<file path="src/rtl/fetch_pkg.sv">
// Shared types and constants for the fetch-side PC sequencer.
package fetch_pkg;

  localparam int XLEN        = 32;
  localparam int INSTR_BYTES = 4;

  typedef enum logic [1:0] {
    IDLE     = 2'd0,
    RUN      = 2'd1,
    REDIRECT = 2'd2
  } state_e;

  typedef struct packed {
    logic [XLEN-1:0] pc;
    logic            pred_taken;
    logic [XLEN-1:0] pred_target;
  } inflight_t;

endpackage

</file>
<file path="src/rtl/pred_fifo.sv">
// In-flight prediction FIFO: DEPTH entries, synchronous clear, head read combinationally.
module pred_fifo #(
  parameter int W     = 65,
  parameter int DEPTH = 4
) (
  input  logic                         clk,
  input  logic                         reset,
  input  logic                         clear_i,
  input  logic                         push_i,
  input  logic                         pop_i,
  input  logic [W-1:0]                 wdata_i,
  output logic [W-1:0]                 rdata_o,
  output logic                         valid_o,
  output logic                         full_o,
  output logic [$clog2(DEPTH+1)-1:0]   count_o
);

  localparam int PW = $clog2(DEPTH);
  localparam int CW = $clog2(DEPTH+1);

  logic [DEPTH-1:0][W-1:0] mem_q;
  logic [PW-1:0]           rd_q, rd_d, wr_q, wr_d;
  logic [CW-1:0]           cnt_q, cnt_d;
  logic                    do_push, do_pop;

  assign valid_o = (cnt_q != '0);
  assign full_o  = (cnt_q == CW'(DEPTH));
  assign count_o = cnt_q;
  assign rdata_o = valid_o ? mem_q[rd_q] : '0;

  assign do_push = push_i && !full_o;
  assign do_pop  = pop_i && valid_o;

  // Clear wins over any push/pop in the same cycle.
  always_comb begin
    rd_d  = rd_q;
    wr_d  = wr_q;
    cnt_d = cnt_q;
    if (clear_i) begin
      rd_d  = '0;
      wr_d  = '0;
      cnt_d = '0;
    end else begin
      if (do_push) wr_d = wr_q + PW'(1);
      if (do_pop)  rd_d = rd_q + PW'(1);
      cnt_d = cnt_q + CW'(do_push) - CW'(do_pop);
    end
  end

  always_ff @(posedge clk or posedge reset) begin
    if (reset) begin
      rd_q  <= '0;
      wr_q  <= '0;
      cnt_q <= '0;
    end else begin
      rd_q  <= rd_d;
      wr_q  <= wr_d;
      cnt_q <= cnt_d;
    end
  end

  always_ff @(posedge clk) begin
    if (do_push && !clear_i) mem_q[wr_q] <= wdata_i;
  end

endmodule

</file>
<file path="src/rtl/fetch_pc_sequencer.sv">
// Fetch PC generator: IDLE/RUN/REDIRECT FSM, next-PC select, and BTB-hit tracking FIFO.
module fetch_pc_sequencer #(
  parameter int               XLEN     = fetch_pkg::XLEN,
  parameter logic [XLEN-1:0]  RESET_PC = '0,
  parameter int               DEPTH    = 4
) (
  input  logic                        clk,
  input  logic                        reset,
  input  logic                        stall,
  output logic                        fetch_valid,
  output logic [XLEN-1:0]             fetch_pc,
  input  logic                        predicted_taken,
  input  logic [XLEN-1:0]             predicted_target,
  input  logic                        btb_hit,
  input  logic                        flush,
  input  logic [XLEN-1:0]             recover_pc,
  input  logic                        resolve_pop,
  output logic                        head_valid,
  output logic [XLEN-1:0]             head_pc,
  output logic [XLEN-1:0]             head_pred_target,
  output logic                        head_pred_taken,
  output logic [$clog2(DEPTH+1)-1:0]  inflight_count,
  output logic                        inflight_full
);

  localparam int W = 2*XLEN + 1;

  fetch_pkg::state_e state_q, state_d;
  logic [XLEN-1:0]   pc_q, pc_d;
  logic [W-1:0]      fifo_wdata, fifo_rdata;
  logic              fifo_push;

  assign fetch_pc    = pc_q;
  assign fetch_valid = (state_q == fetch_pkg::RUN) && !stall && !inflight_full;

  // Flush has top priority; a blocked fetch holds the PC it could not issue.
  always_comb begin
    state_d = state_q;
    pc_d    = pc_q;
    case (state_q)
      fetch_pkg::IDLE:     state_d = fetch_pkg::RUN;
      fetch_pkg::REDIRECT: state_d = fetch_pkg::RUN;
      default:             state_d = fetch_pkg::RUN;
    endcase
    if (flush) begin
      state_d = fetch_pkg::REDIRECT;
      pc_d    = recover_pc;
    end else if (fetch_valid) begin
      if (btb_hit && predicted_taken) pc_d = predicted_target;
      else                            pc_d = pc_q + XLEN'(fetch_pkg::INSTR_BYTES);
    end
  end

  always_ff @(posedge clk or posedge reset) begin
    if (reset) begin
      state_q <= fetch_pkg::IDLE;
      pc_q    <= RESET_PC;
    end else begin
      state_q <= state_d;
      pc_q    <= pc_d;
    end
  end

  assign fifo_push  = fetch_valid && btb_hit && !flush;
  assign fifo_wdata = {pc_q, predicted_taken, predicted_target};

  pred_fifo #(.W(W), .DEPTH(DEPTH)) u_fifo (
    .clk     (clk),
    .reset   (reset),
    .clear_i (flush),
    .push_i  (fifo_push),
    .pop_i   (resolve_pop),
    .wdata_i (fifo_wdata),
    .rdata_o (fifo_rdata),
    .valid_o (head_valid),
    .full_o  (inflight_full),
    .count_o (inflight_count)
  );

  assign head_pc          = fifo_rdata[W-1 -: XLEN];
  assign head_pred_taken  = fifo_rdata[XLEN];
  assign head_pred_target = fifo_rdata[XLEN-1:0];

endmodule

</file>
<file path="config.mk">
export PLATFORM = sky130hd
export DESIGN_NAME = fetch_pc_sequencer
export DESIGN_NICKNAME = d
export VERILOG_FILES = /design/src/rtl/fetch_pkg.sv /design/src/rtl/pred_fifo.sv /design/src/rtl/fetch_pc_sequencer.sv
export SDC_FILE = /design/constraint.sdc
export NUM_CORES = 1
export LEC_CHECK = 0
export CAP_MARGIN = 0
export CORE_MARGIN = 5
export CORE_UTILIZATION = 35
export CTS_CLUSTER_DIAMETER = 50
export DETAILED_ROUTE_END_ITERATION = 10
export PLACE_DENSITY_LB_ADDON = 0.25
export RECOVER_POWER = 25
export SLEW_MARGIN = 20
export SYNTH_ARGS = -nofsm -noshare
export SYNTH_HDL_FRONTEND = slang
export SYNTH_SLANG_ARGS = --single-unit
</file>
<file path="constraint.sdc">
create_clock -name clk -period 4.3 [get_ports clk]
set_clock_uncertainty 0.1 [all_clocks]
set_input_delay 0.86 -clock clk [delete_from_list [all_inputs] [get_ports clk]]
set_output_delay 0.86 -clock clk [all_outputs]
set_load 0.01 [all_outputs]
</file>
# --- Word level (Yosys, flattened, before mapping) ---
# Cells that the tools add are included.
word_totals:
  reg_bits: 301
  latch_bits: 0
  ramBits: 0
  rom_bits: 0
  input_bits: 71
  word_cells: 50
  mem_count: 0
op_classes:
  addsub: 5
  n_mul: 0
  n_div: 0
  n_lt_le_gt_ge: 3
  eq_ne: 2
  shift: 0
  muxes: 15
  bitwise: 0
  reduce_logical: 16
op_table:
  columns: ["op", "count"]
  rows:
  - ["$bwmux 260", 1]
  - ["$mux 65", 3]
  - ["$bmux 65 s2", 1]
  - ["$demux 65 s2", 1]
  - ["$mux 32", 3]
  - ["$add 32x3->32 const B", 1]
  - ["$mux 2", 5]
  - ["$logic_and 1x1->1", 9]
  - ["$lt 2x3->1 const B", 2]
  - ["$reduce_bool 2->1", 3]
  - ["$add 2x1->2 const B", 2]
  - ["$add 3x1->3", 1]
  - ["$eq 3x3->1 const B", 1]
  - ["$logic_not 1->1", 3]
  - ["$mux 3", 1]
  - ["$reduce_bool 3->1", 1]
  - ["$sub 3x1->3", 1]
  - ["$eq 2x1->1 const B", 1]
  - ["$ge 2x1->1 const B", 1]

# --- Depth between registers and ports, before layout ---
# Gate-level depths: netlist of run 1.
logic_depth:
  depth_word: 9
  depth_mapped: 12
  depth_no_buf: 11

# --- Modules after synthesis ---
# From an unflattened synthesis of run 1, not the netlist that was laid out.
hier_totals:
  cells_unflattened: 802
  hier_area_um2: 12942.4
modules_own_cells:
  columns: ["module", "n_inst", "cells_per_inst", "area_per_inst_um2"]
  rows:
  - ["pred_fifo", 1, 461, 10304.9]
  - ["fetch_pc_sequencer", 1, 341, 2637.5]

# --- Least setup slack after synthesis of run 1 ---
# Ideal clock, no wire load.
synth_timing:
  path_kind: "input-to-reg"
  start: "input stall"
  end: "register u_fifo.mem_q[100] (netlist name), enable pin"
  setup_ns: 0.430
  t_arrival_ns: 3.057
  t_required_ns: 3.770
  setup_slack_ns: 0.713
  path_stages: 4
  n_path_buf: 1
  path_cell_list: "nor3b_1 > and3_1 > clkbuf_1 > and3_1"
synth_via:
  elab_chain_cells: 7
synth_rtl:
  columns: ["element", "line", "source"]
  rows:
  - ["start, declared", "fetch_pc_sequencer.sv:9", "input logic stall,"]
  - ["$logic_not 1->1", "fetch_pc_sequencer.sv:34", "assign fetch_valid = (state_q == fetch_pkg::RUN) && !stall && !inflight_full;"]
  - ["$logic_and 1x1->1 (2 in a row)", "fetch_pc_sequencer.sv:34", null]
  - ["$logic_and 1x1->1 (2 in a row)", "fetch_pc_sequencer.sv:64", "assign fifo_push = fetch_valid && btb_hit && !flush;"]
  - ["$logic_and 1x1->1", "pred_fifo.sv:31", "assign do_push = push_i && !full_o;"]
  - ["$logic_and 1x1->1", "pred_fifo.sv:63", "if (do_push && !clear_i) mem_q[wr_q] <= wdata_i;"]
  - ["end signal, assigned by index", "pred_fifo.sv:63", null]
  - ["end, declared", "pred_fifo.sv:21", "logic [DEPTH-1:0][W-1:0] mem_q;"]
# No other way between the ends.
# A chain may end at the register's enable or synchronous reset.

# --- Final worst setup path of run 1 ---
layout_timing:
  start: "register u_fifo.cnt_q[1], in the netlist u_fifo.count_o[1]"
  end: "output head_pc[12]"
layout_via:
  elab_chain_cells: 2
layout_rtl:
  columns: ["element", "line", "source"]
  rows:
  - ["start, declared", "pred_fifo.sv:23", "logic [CW-1:0] cnt_q, cnt_d;"]
  - ["start signal, assigned", "pred_fifo.sv:58", "cnt_q <= cnt_d;"]
  - ["$reduce_bool 3->1", "pred_fifo.sv:26", "assign valid_o = (cnt_q != '0);"]
  - ["$mux 65", "pred_fifo.sv:29", "assign rdata_o = valid_o ? mem_q[rd_q] : '0;"]
  - ["end, declared", "fetch_pc_sequencer.sv:19", "output logic [XLEN-1:0] head_pc,"]
# No other way between the ends.

==> results of run 1 <==
-- through the flow --
step | total power [mW] | utilization
final | 9.17 | 0.459
after global placement | 6.06 | 0.423
after global routing | 9.61 | 0.459
after CTS | 9.32 | 0.459
after detailed placement | 6.06 | 0.423
after floorplan | 4.72 | -
-- worst min path at each step --
stage / start / to / slack, ns
final: fetch_pc[0]$_DFFE_PP0P_ / u_fifo.mem_q[163]$_DFFE_PP_ / 0.48
after floorplan: fetch_pc[6]$_DFFE_PP0P_ / u_fifo.mem_q[104]$_DFFE_PP_ / 0.46
after global routing: fetch_pc[0]$_DFFE_PP0P_ / u_fifo.mem_q[163]$_DFFE_PP_ / 0.51
after CTS: fetch_pc[0]$_DFFE_PP0P_ / u_fifo.mem_q[163]$_DFFE_PP_ / 0.49
after detailed placement: fetch_pc[0]$_DFFE_PP0P_ / u_fifo.mem_q[163]$_DFFE_PP_ / 0.47
after global placement: fetch_pc[1]$_DFFE_PP0P_ / u_fifo.mem_q[229]$_DFFE_PP_ / 0.46
-- final cells by class --
type                            instances  share of cell area
Sequential cell                       301               0.540
Multi-Input combinational cell        411               0.222
Tap cell                              461              0.0352
Clock buffer                           51              0.0649
Timing Repair Buffer                  195               0.121
Antenna cell                            2            0.000306
Clock inverter                         19              0.0146
Inverter                               13             0.00298
-- synth_stat cells, types with 7 or more instances --
library cell and number:
o221ai_1 7, clkbuf_1 33, o21ai_0 25, mux2i_1 9
mux4_2 65, o31ai_1 8, a21oi_1 20, nand2_1 46
dfrtp_1 41, and3_1 15, nor3_1 9, inv_1 13
buf_2 7, and2_1 69, nor2_1 36, nand4_1 8
edfxtp_1 260, ha_1 7, nand3_1 15, xnor2_1 9
-- flip-flops by register name, summed over array words and instances, names as in the netlist --
| register | cells |
|---|---|
| u_fifo.rd_q | 2 |
| u_fifo.mem_q | 260 |
| u_fifo.count_o | 3 |
| state_q | 2 |
| u_fifo.wr_q | 2 |
| fetch_pc | 32 |
-- routing by layer --
| metal | track usage | share of wire | vias to the layer above |
|---|---|---|---|
| met2 | 0.250 | 0.46 | 250 |
| met3 | 0.0327 | 0.051 | 47 |
| li1 | - | - | 3408 |
| met5 | 0 | 0.00039 | - |
| met1 | 0.235 | 0.46 | 3913 |
| met4 | 0.0477 | 0.021 | 2 |
-- worst max-delay path: cells and delay by family (launching register included) --
family	cells	cell delay [ns]
DFF	1	0.47
buffers and inverters	2	0.76
and+or+nand+nor	2	0.97
-- power by group through the flow --
stage	Combinational (mW)	Sequential, mW	Clock [mW]
floorplan	1.29	3.44	0
CTS	2.56	3.46	3.30
global placement	2.54	3.52	0
detailed placement	2.54	3.52	0
finish	2.48	3.46	3.22
global route	2.69	3.49	3.44
-- kinds of logic after synthesis --
| kind of cell | share of synthesized area |
|---|---|
| flops | 0.697 |
| compound gates | 0.0470 |
| xor+xnor | 0.00898 |
| buf+inv | 0.0185 |
| fa+ha+maj | 0.00848 |
| mux | 0.124 |
| simple gates | 0.0968 |
==> results.md, run 1 <==
- Initial antenna violation count: 2
- Post-cts resize count: 0
- Setup TNS: 0 ns
- Critical path cell sequence: or3_2 -> buf_12 -> and2_1 -> clkdlybuf4s50_1
- Hold crit path type: reg2reg
- Synth unique cells: 58
- Core ar.: 0.0357 sq mm
- Peak supply drop: 351 uV
- IO Pins: 174
- Status: finished, final reports clean
- Crit path max fanout: 42
- Async set-reset flop share out of synthesis: 0.136
- Tcrit/Tclk final: 0.865
- Setup crit start kind: register
- Internal: 6.67 mW
- Yosys reg bits: 301
- FP Rows: 69
- Pleak: 5.44 nW
- Number of synthesized flops with an enable pin: 260
- Post-route cell area: 0.0164 sq mm
- Top-area cell type share of the netlist area: 0.616
- Via count: 7620
- Layout cell share with drive strength beyond 1: 0.167
- Most frequent cells in the layout: 260 x edfxtp_1, 160 x clkdlybuf4s50_1, 69 x and2_1
- Placed Instances: 1381
- Clock power share: 0.351
- Predominant post-synthesis flop cell: edfxtp_1
- Setup bufs post-CTS: 0
- Critical Path RT: 3.34 ns
- Switch share: 0.272
- GRT Residual Overflow: 0
- Netlist area before placement: 0.0127 sq mm
- Max Fclk: 269 MHz
- Nets: 1039
- Post-route worst setup slack: 0.579 ns
- DP Wirelength: 21600 um
- FF-to-FF path depth: 11
- Max Slew Vio Count: 0
- Critical path class: reg2out
- Reg2Reg Setup Slack: 1.03 ns
- Worst setup path endpoint: head_pc[12]
- Sw Pwr: 2.49 mW
- Register area: 0.00884 sq mm
- Initial Util: 0.356
- Synth area leaders: edfxtp_1 62%, mux4_2 12%, dfrtp_1 8.1%, and2_1 3.4%, nand2_1 1.4%
- Clock tree root buffer cell: clkbuf_16
- DRT Pass-1 Iters: 7
- Clk Latency, worst-skew pair: 0.51 ns
- WP data arrival: 2.76 ns
- Syn Nets: 850
- Vias per std cell: 5.24
- Final hold viol count: 0
- Final min period: 3.72 ns
- ANT nets after route: 0
- Die span in y: 200 um
- Reg power frac: 0.378
- Htree depth: 2
- Delay of the slowest critical-path stage: 0.77 ns
- Worst R2R End: u_fifo.count_o[2]$_DFF_PP0_
- Clk buf depth: 3
- Drt drc: 0
- Reg2reg start: u_fifo.count_o[1]$_DFF_PP0_
- CTS Hold Bufs: 0
- Iter 0 DRT Violations: 493
- Max cap viols: 0
- Post-Place Setup Slack: 0.863 ns
- First-pass GRT wire length: 50300 um
- CTS tree: done
- Hold path cells: 0
- Combinational group share of total power: 0.271
- Per-cell routed wire length: 22.7 um
- Total CTS buffers: 38
- Worst Tran Pin Value: 0.796 ns
- Buffers on Ports: 173
- Area added between synthesis and finish: 29.2%
- Commonest non-fill, non-tap cell in the layout: edfxtp_1
- Final non-filler cell total: 1453
- Critical Path End Type: primary output
- CP startpoint: u_fifo.count_o[1]$_DFF_PP0_
- Normalized max-slew margin: 0.468
- Worst-path clk slew: 0.06 ns
- Sinks on Clock Net: 301
- Synth Area per Inst: 16.4 sq um
- Hold_ws: 0.477 ns
- Post-synthesis sequential area ratio: 0.697
- Tot GR Track Use: 0.162
- Multi-input logic area: 0.00363 sq mm
- Number of synthesis warnings: 0
- Die area: 0.0401 sq mm
- Yosys top cell by area: edfxtp_1
- RSZ-0062 raised after global routing: no
- Setup Viol. Count Final: 0
- Final WL: 33000 um
- # fillers: 3103
- Mapped Cells: 771
- Post-DP Area: 0.0151 sq mm
- Routability congestion estimate: 0.790
- Slowest cell on crit path: or3_2
- DIE WIDTH: 200 um
- Vias in the first global route: 7864
- Power Density: 559 mW/mm^2
- Pin count of the biggest net entering global routing: 68
No activity file was read; power rests on OpenSTA's default activity.
==> inputs of run 2 (changes only) <==
--- a/config.mk
+++ b/config.mk
@@ -12,7 +12,6 @@
 export DETAILED_ROUTE_END_ITERATION = 10
 export PLACE_DENSITY_LB_ADDON = 0.25
 export RECOVER_POWER = 25
-export SLEW_MARGIN = 20
 export SYNTH_ARGS = -nofsm -noshare
 export SYNTH_HDL_FRONTEND = slang
 export SYNTH_SLANG_ARGS = --single-unit
==> constraint.sdc (replaced) <==
create_clock -name clk -period 4.4 [get_ports clk]
set_clock_uncertainty 0.1 [all_clocks]
set_input_delay 0.88 -clock clk [delete_from_list [all_inputs] [get_ports clk]]
set_output_delay 0.88 -clock clk [all_outputs]
set_load 0.01 [all_outputs]
==> run 2 against run 1 <==
Wire length up 1.6%. Hold slack worse by 0.0043 ns. Sequential share of layout area down 0.16 points. Via count down 0.12%. Total power down 1.5%. Flip-flop and latch count unchanged. Critical path type unchanged. Largest cell class unchanged. Largest power group unchanged.
==> results.md, run 2 (synthesis gave the netlist of run 1 again) <==
- Status: finished, final reports clean (unchanged)
- Clk buf depth: 3 (unchanged)
- Register area: 0.00884 sq mm (unchanged)
- Hold crit path type: reg2reg (unchanged)
- WP data arrival: 2.87 ns (was 2.76 ns)
- Die area: 0.0401 sq mm (unchanged)
- CTS tree: done (unchanged)
- Initial antenna violation count: 2 (unchanged)
- Vias in the first global route: 7871 (was 7864)
- Max Fclk: 260 MHz
- Hold path cells: 0 (unchanged)
- Setup bufs post-CTS: 0 (unchanged)
- Normalized max-slew margin: 0.493 (was 0.468)
- Total CTS buffers: 38 (unchanged)
- Total power: 9.02 mW (was 9.17 mW)
- Internal: 6.57 mW (was 6.67 mW)
- Worst setup path endpoint: head_pc[6] (was head_pc[12])
- Reg2Reg Setup Slack: 1.16 ns (was 1.03 ns)
- Critical Path End Type: primary output (unchanged)
- Iter 0 DRT Violations: 619 (was 493)
- FP Rows: 69 (unchanged)
- Multi-input logic area: 0.00363 sq mm (unchanged)
- Final hold viol count: 0 (unchanged)
- Post-Place Setup Slack: 0.919 ns (was 0.863 ns)
- Clk Latency, worst-skew pair: 0.51 ns (about the same)
- Initial Util: 0.356 (unchanged)
- Reg power frac: 0.378 (about the same)
- Placed Instances: 1382 (was 1381)
- Buffers on Ports: 173 (unchanged)
- RSZ-0062 raised after global routing: no (unchanged)
- DRT Pass-1 Iters: 4 (was 7)
- Clock power share: 0.357 (was 0.351)
- Max cap viols: 0 (unchanged)
- Max Slew Vio Count: 0 (unchanged)
- Top reg by flops: u_fifo.mem_q (unchanged)
- Sinks on Clock Net: 301 (unchanged)
- DIE WIDTH: 200 um (unchanged)
- Setup Viol. Count Final: 0 (unchanged)
- Vias per std cell: 5.24 (about the same)
- IO Pins: 174 (unchanged)
- Tcrit/Tclk final: 0.875
- CP startpoint: u_fifo.rd_q[0]$_DFFE_PP0P_ (was u_fifo.count_o[1]$_DFF_PP0_)
- Via count: 7611 (was 7620)
- Switch share: 0.272 (about the same)
- Final WL: 33500 um (was 33000 um)
- Per-cell routed wire length: 23.1 um (was 22.7 um)
- Worst R2R End: u_fifo.count_o[2]$_DFF_PP0_ (unchanged)
- Final non-filler cell total: 1453 (unchanged)
- Setup TNS: 0 ns (unchanged)
- Most frequent cells in the layout: 260 x edfxtp_1, 160 x clkdlybuf4s50_1, 69 x and2_1 (unchanged)
- Sw Pwr: 2.45 mW (was 2.49 mW)
- Combinational group share of total power: 0.265 (was 0.271)
- Core ar.: 0.0357 sq mm (unchanged)
- Crit path max fanout: 24 (was 42)
- Post-cts resize count: 0 (unchanged)
- Drt drc: 0 (unchanged)
- Layout cell share with drive strength beyond 1: 0.171 (was 0.167)
- FF-to-FF path depth: 11 (unchanged)
- Area added between synthesis and finish: 29.6% (was 29.2%)
- Final min period: 3.85 ns
- Hold Path Origin: fetch_pc[1]$_DFFE_PP0P_ (was fetch_pc[0]$_DFFE_PP0P_)
- Tot GR Track Use: 0.163 (was 0.162)
- GRT Residual Overflow: 0 (unchanged)
- Pin count of the biggest net entering global routing: 68 (unchanged)
- Post-route cell area: 0.0164 sq mm (about the same)
- Number of flip-flops in the largest register: 260 (unchanged)
- Commonest non-fill, non-tap cell in the layout: edfxtp_1 (unchanged)
- Die span in y: 200 um (unchanged)
- Worst Tran Pin Value: 0.760 ns (was 0.796 ns)
- DP Wirelength: 21700 um (was 21600 um)
- Pleak: 5.45 nW (was 5.44 nW)
- ANT nets after route: 0 (unchanged)
- Nets: 1040 (was 1039)
- Critical Path RT: 3.42 ns (was 3.34 ns)
- Reg2reg start: u_fifo.count_o[1]$_DFF_PP0_ (unchanged)
- Htree depth: 2 (unchanged)
- Post-DP Area: 0.0151 sq mm (about the same)
- Worst-path clk slew: 0.06 ns (about the same)
- Power Density: 549 mW/mm^2 (was 559 mW/mm^2)
- CTS Hold Bufs: 0 (unchanged)
- Routability congestion estimate: 0.780 (was 0.790)
- Peak supply drop: 349 uV (was 351 uV)
- Post-route worst setup slack: 0.551 ns (was 0.579 ns)
- # fillers: 3109 (was 3103)
- Setup crit start kind: register (unchanged)
- Clock tree root buffer cell: clkbuf_16 (unchanged)
- Critical path class: reg2out (unchanged)
- First-pass GRT wire length: 50500 um (was 50300 um)
==> run 2: cell types whose count changed in the layout (fill, tap and decap cells not counted) <==
| cell | previous run | this run |
|---|---|---|
| clkinv_8 | 1 | 0 |
| diode_2 | 2 | 1 |
| clkinv_1 | 1 | 5 |
| clkbuf_1 | 11 | 4 |
| inv_8 | 2 | 4 |
| clkinv_4 | 3 | 1 |
| clkinvlp_4 | 1 | 5 |
| buf_12 | 7 | 8 |
| bufinv_16 | 4 | 5 |
| clkinv_2 | 5 | 4 |
==> run 2: per-layer routing <==
layer,vias up,wire length [um],track usage,share of wire
li1,3411,-,-,-
met1,3925,15100,0.233,0.45
met2,224,15900,0.259,0.48
met3,49,1750,0.0310,0.052
met4,2,733,0.0440,0.022
met5,-,20,0,0.00060
==> run 2: worst min path at each step <==
stage	slack (ns)	to
after CTS	0.49	u_fifo.mem_q[34]$_DFFE_PP_
final	0.47	u_fifo.mem_q[34]$_DFFE_PP_
after global placement	0.47	u_fifo.mem_q[33]$_DFFE_PP_
after floorplan	0.46	u_fifo.mem_q[104]$_DFFE_PP_
after global routing	0.50	u_fifo.mem_q[34]$_DFFE_PP_
after detailed placement	0.47	u_fifo.mem_q[34]$_DFFE_PP_
==> run 2: cell type report <==
class                           count  area share
Sequential cell                   301       0.538
Multi-Input combinational cell    411       0.221
Timing Repair Buffer              196       0.121
Clock buffer                       44      0.0631
Tap cell                          461      0.0351
Clock inverter                     26      0.0181
Inverter                           13     0.00297
Antenna cell                        1    0.000152
==> run 2: power groups by stage <==
stage,sequential (mW),combinational [mW],clock [mW]
floorplan,3.36,1.26,0
global placement,3.47,2.46,0
detailed placement,3.47,2.45,0
CTS,3.41,2.47,3.31
global route,3.43,2.59,3.42
finish,3.41,2.39,3.22
==> run 2: through the flow <==
stage,util,hold WS [ns]
detailed placement,0.423,0.466
finish,0.461,0.473
floorplan,-,0.459
global route,0.461,0.504
CTS,0.461,0.488
global placement,0.423,0.469
==> run 2: critical path, cell delays in order, from the launching register on <==
cell and delay, ns:
dfrtp_4 0.81, buf_12 0.31, mux4_2 0.53, and2_1 0.17, clkdlybuf4s50_1 0.50
